[config.mk]
export PLATFORM = sky130hd
export DESIGN_NAME = pipeline_hazard_ctrl
export DESIGN_NICKNAME = d
export VERILOG_FILES = /design/src/rtl/pipeline_hazard_ctrl.sv
export SDC_FILE = /design/constraint.sdc
export NUM_CORES = 1
export LEC_CHECK = 0
export ABC_CLOCK_PERIOD_IN_PS = 2370
export BUFFER_PORTS_ARGS = -buffer_cell sky130_fd_sc_hd__buf_2
export CORE_UTILIZATION = 30
export CTS_BUF_LIST = sky130_fd_sc_hd__clkbuf_8
export DETAILED_ROUTE_END_ITERATION = 10
export PLACE_DENSITY = 0.52
export SYNTH_ARGS = -nofsm -noshare
export SYNTH_HDL_FRONTEND = slang
export SYNTH_SLANG_ARGS = --single-unit
[constraint.sdc]
create_clock -name clk_i -period 2.37 [get_ports clk_i]
set_input_delay 0.237 -clock clk_i [delete_from_list [all_inputs] [get_ports clk_i]]
set_output_delay 0.237 -clock clk_i [all_outputs]
set_load 0.03 [all_outputs]
[src/rtl/pipeline_hazard_ctrl.sv]
// Stall/flush sequencer for the 8-bit pipeline: load-use stalls, branch squash,
// data-memory freeze, plus a saturating stall counter and a sticky memory-timeout flag.
module pipeline_hazard_ctrl #(
  parameter int FLUSH_CYCLES = 1,
  parameter int MEM_TIMEOUT  = 255,
  parameter int CNT_W        = 16
) (
  input  logic             clk_i,
  input  logic             rst_i,
  input  logic [2:0]       id_rs_addr_i,
  input  logic [2:0]       id_rt_addr_i,
  input  logic             id_uses_rs_i,
  input  logic             id_uses_rt_i,
  input  logic             em_memread_i,
  input  logic [2:0]       em_write_addr_i,
  input  logic             branch_taken_i,
  input  logic             mem_req_i,
  input  logic             mem_ready_i,
  output logic             pc_en_o,
  output logic             ifid_en_o,
  output logic             ifid_flush_o,
  output logic             idem_en_o,
  output logic             idem_bubble_o,
  output logic [CNT_W-1:0] stall_cycles_o,
  output logic             mem_timeout_o
);

  localparam int FW = (FLUSH_CYCLES > 1) ? $clog2(FLUSH_CYCLES) : 1;
  localparam int WW = (MEM_TIMEOUT > 1) ? $clog2(MEM_TIMEOUT + 1) : 1;
  localparam logic [FW-1:0]    FLUSH_RELOAD = FW'(FLUSH_CYCLES - 1);
  localparam logic [WW-1:0]    WAIT_MAX     = WW'(MEM_TIMEOUT);
  localparam logic [CNT_W-1:0] STALL_MAX    = '1;

  typedef enum logic [1:0] {RUN, FLUSH, MEM_WAIT} state_t;

  state_t           state_reg, state_next;
  logic [FW-1:0]    flush_cnt_reg, flush_cnt_next;
  logic [WW-1:0]    wait_cnt_reg, wait_cnt_next;
  logic [CNT_W-1:0] stall_cnt_reg;
  logic             timeout_reg, timeout_next;
  logic             load_use;
  logic             run_rules;
  logic             freeze;

  assign load_use = em_memread_i &
                    ((id_uses_rs_i & (id_rs_addr_i == em_write_addr_i)) |
                     (id_uses_rt_i & (id_rt_addr_i == em_write_addr_i)));

  always_comb begin
    state_next     = (state_reg == MEM_WAIT || state_reg == FLUSH) ? state_reg : RUN;
    flush_cnt_next = flush_cnt_reg;
    wait_cnt_next  = wait_cnt_reg;
    timeout_next   = timeout_reg;
    pc_en_o        = 1'b1;
    ifid_en_o      = 1'b1;
    idem_en_o      = 1'b1;
    ifid_flush_o   = 1'b0;
    idem_bubble_o  = 1'b0;
    run_rules      = 1'b0;
    freeze         = 1'b0;

    if (state_reg == MEM_WAIT) begin
      if (!mem_ready_i) begin
        freeze = 1'b1;
        if (wait_cnt_reg != WAIT_MAX)
          wait_cnt_next = wait_cnt_reg + WW'(1);
      end else begin
        wait_cnt_next = '0;
        state_next    = RUN;
        run_rules     = 1'b1;
      end
    end else if (mem_req_i && !mem_ready_i) begin
      // Entering a wait drops any pending flush: the frozen IF/ID already holds the NOP.
      freeze         = 1'b1;
      state_next     = MEM_WAIT;
      wait_cnt_next  = WW'(1);
      flush_cnt_next = '0;
    end else if (state_reg == FLUSH) begin
      ifid_flush_o = 1'b1;
      if (branch_taken_i) begin
        flush_cnt_next = FLUSH_RELOAD;
      end else if (flush_cnt_reg == FW'(1)) begin
        flush_cnt_next = '0;
        state_next     = RUN;
      end else begin
        flush_cnt_next = flush_cnt_reg - FW'(1);
      end
    end else begin
      run_rules = 1'b1;
    end

    if (freeze) begin
      pc_en_o   = 1'b0;
      ifid_en_o = 1'b0;
      idem_en_o = 1'b0;
      if (wait_cnt_next == WAIT_MAX)
        timeout_next = 1'b1;
    end

    if (run_rules) begin
      if (branch_taken_i) begin
        ifid_flush_o  = 1'b1;
        idem_bubble_o = 1'b1;
        if (FLUSH_CYCLES > 1) begin
          state_next     = FLUSH;
          flush_cnt_next = FLUSH_RELOAD;
        end
      end else if (load_use) begin
        pc_en_o       = 1'b0;
        ifid_en_o     = 1'b0;
        idem_bubble_o = 1'b1;
      end
    end

    if (rst_i) begin
      pc_en_o       = 1'b0;
      ifid_en_o     = 1'b0;
      idem_en_o     = 1'b0;
      ifid_flush_o  = 1'b1;
      idem_bubble_o = 1'b1;
    end
  end

  always_ff @(posedge clk_i) begin
    if (rst_i) begin
      state_reg     <= RUN;
      flush_cnt_reg <= '0;
      wait_cnt_reg  <= '0;
      stall_cnt_reg <= '0;
      timeout_reg   <= 1'b0;
    end else begin
      state_reg     <= state_next;
      flush_cnt_reg <= flush_cnt_next;
      wait_cnt_reg  <= wait_cnt_next;
      timeout_reg   <= timeout_next;
      if (!pc_en_o && stall_cnt_reg != STALL_MAX)
        stall_cnt_reg <= stall_cnt_reg + CNT_W'(1);
    end
  end

  assign stall_cycles_o = stall_cnt_reg;
  assign mem_timeout_o  = timeout_reg;

endmodule

==> metrics.md <==
| Metric | Value |
|---|---|
| Setup_tns | 0 ns |
| GRT overflow | 0 |
| Layout area overhead | 20.64% |
| Unique cell type count in the Yosys netlist | 48 |
| Final setup fails | 0 |
| Die span in y | 74.21 um |
| WP buf/inv | 0 |
| Vias in the first global route | 1363 |
| Post-synthesis instance total | 189 |
| Pins Over Slew Limit | 0 |
| DIE AREA | 5506 sq um |
| Leak pwr | 0.7305 nW |
| Most frequent cells in the layout | 38 x buf_2, 28 x dfxtp_1, 17 x a21oi_1 |
| RSZ-0062 raised after global routing | no |
| Netlist Area Pre-Place | 1564 sq um |
| CTS buffer count | 3 |
| Clk slew on worst S/H paths | 0.10 ns |
| Post-synth EDFFs | 0 |
| Final hold slack | 0.2906 ns |
| Async set-or-reset flop fraction in the synthesized netlist | 0 |
| Post-Route WL | 3.825 mm |
| Largest stage delay on the critical path | 0.52 ns |
| Area of the multi-input gates | 932.1 sq um |
| Critical path capture point type | flip-flop |
| # DRC | 0 |
| Peak supply drop | 0.0001938 V |
| Predominant post-synthesis flop cell | dfxtp_1 |
| Post-synthesis sequential element count | 28 |
| Final worst-path cycle share | 0.8820 |
| CTS H-tree lvls | 1 |
| Starting Density | 0.3205 |
| Crit-path slowest cell | or4b_1 |
| Worst hold path type | in2reg |
| GPL Wtd Cong | 0.8037 |
| Fmax | 0.4784 GHz |
| Register area share after synthesis | 0.3584 |
| Nets | 250 |
| Largest net degree at the start of global routing | 26 |
| FF+latch area | 560.5 sq um |
| ANT nets after route | 0 |
| Initial antenna violation count | 0 |
| CP Cell Sequence | and2b_1 -> a21oi_1 -> a2111oi_4 -> o21ai_2 -> or4b_1 -> a21oi_1 |
| CTS tree | yes |
| Final count of hold timing violations | 0 |
| Root buf cell | clkbuf_8 |
| First-iteration detailed-routing DRC count | 72 |
| CTS sink count | 28 |
| Outcome | finished, final reports clean |
| Core Region | 4880 sq um |
| Total GRT Usage | 0.1454 |
| CTS resizes | 0 |
| Die X | 74.21 um |
| Crit path max fanout | 16 |
| Max FFs per register | 16 |
| Top-area cell type share of the netlist area | 0.3584 |
| Synth warnings | 0 |
| Diode count | 0 |
| Filler instances | 539 |
| Max clock buf depth | 2 |
| Via/cell ratio | 5.236 |
| Worst-Skew Late Latency | 0.27 ns |
| Post-CTS Setup Inserts | 0 |
| Critical Path AT | 2.30 ns |
| Hold_buf cts | 0 |
| Cell taking the most area after synthesis | dfxtp_1 |
| Clock Skews | 0.007164 ns |
| WP data required | 2.58 ns |
| Fraction of layout cells with a size suffix above 1 | 0.2314 |
| Global-route wire length before repair | 6.279 mm |
| Worst slew margin | 0.5879 |
| Avg Cell Area, Syn | 8.275 sq um |
| Worst-Margin Slew | 0.6181 ns |
| Row cnt | 25 |
| Wire per inst | 12.92 um |
| DR vias | 1550 |
| Synth top area cells | dfxtp_1 36%, a21oi_1 5.4%, nor2_1 3.4% |
| Syn nets | 208 |
| CP Launch Type | flip-flop |
| CP top delay family | compound AO/OA/AOI/OAI gates |
| Commonest non-fill, non-tap cell in the layout | buf_2 |
| IO Pins | 39 |
| Pwr/cell area | 467.5 nW/um^2 |
| Minimum clock period | 2.090 ns |
| Most used cell, CP | a21oi_1 |
| Setup Crit Path Kind | reg2reg |
| PortBufs | 38 |
| MaxCap Viol Count | 0 |
| Detail Placement HPWL | 2.786 mm |
| Drt pass-1 iters | 4 |
-- layout make-up --
cell class              count  area share
multi-input cells         146      0.4940
well taps                  67     0.04443
clock buffers               3     0.02188
inverters                   7     0.01393
repair buffers             45      0.1286
flip-flops and latches     28      0.2971
-- metal layers --
layer / share of wire / global-route usage / wire (um) / up-vias
met5: 0 / 0 / 0 / -
met4: 0.0058 / 0.04487 / 22 / 0
met3: 0.040 / 0.02846 / 154 / 2
met2: 0.43 / 0.2253 / 1649 / 36
met1: 0.52 / 0.2028 / 1999 / 712
li1: - / - / - / 800
-- cell usage after synthesis, types with 2 or more instances --
master     number
dfxtp_1        28
a21oi_1        17
nor2_1         14
nand2_1        11
nand4_1         8
o21ai_0         8
nand3_1         7
and3_1          6
inv_1           6
xnor2_1         6
clkbuf_1        5
o21ai_1         5
or3_1           5
nand2b_1        4
o31ai_1         4
a31oi_1         3
nor2b_1         3
nor3_1          3
nor4_1          3
o211ai_1        3
o41ai_1         3
or4_1           3
a2111oi_0       2
a211oi_1        2
buf_4           2
ha_1            2
nand3b_1        2
o21a_1          2
o31a_1          2
xor2_1          2
-- worst min-delay path, stage by stage --
cell    delay, ns
buf_2        0.09
inv_2        0.08
o21a_1       0.11
-- path summary, 6_finish.rpt --
path | startpoint | end | slack (ns) | cells after the start
max | state_reg[0] | stall_cycles_o[14] | 0.28 | 6
min | rst_i | stall_cycles_o[8] | 0.29 | 3
max reg2reg | state_reg[0] | stall_cycles_o[14] | 0.28 | 6
min reg2reg | mem_timeout_o | mem_timeout_o | 0.47 | 1
-- cells by family (layout without fill, tap and decap cells) --
logic type | Yosys count | in the layout | synth area share
adders and majority gates | 2 | 2 | 0.01600
AOI/OAI and AO/OA | 60 | 60 | 0.2632
muxes | 1 | 1 | 0.006400
xor gates and xnor gates | 8 | 8 | 0.04480
buffers and inverters | 15 | 55 | 0.04559
DFF | 28 | 28 | 0.3584
and+or+nand+nor | 75 | 75 | 0.2656
-- stage by stage --
stage	cell area, sq um	std cells	power (mW)	util	setup slack [ns]
2_1_floorplan	1564	189	0.5868	-	0.1902
3_3_place_gp	1846	293	0.6334	0.3782	0.2439
3_5_place_dp	1846	293	0.6330	0.3782	0.2286
4_1_cts	1887	296	0.8990	0.3867	0.2689
5_1_grt	1887	296	0.9343	0.3867	0.07184
6_report	1887	296	0.8821	0.3867	0.2796
-- power by group --
| group | total [mW] | leakage, nW | switching [mW] | internal (mW) |
|---|---|---|---|---|
| clock network | 0.260 | 0.0216 | 0.146 | 0.114 |
| logic | 0.134 | 0.483 | 0.0854 | 0.0489 |
| registers | 0.488 | 0.226 | 0.00981 | 0.478 |
| total | 0.882 | 0.731 | 0.241 | 0.641 |
Power figures use the tool's default switching activity.
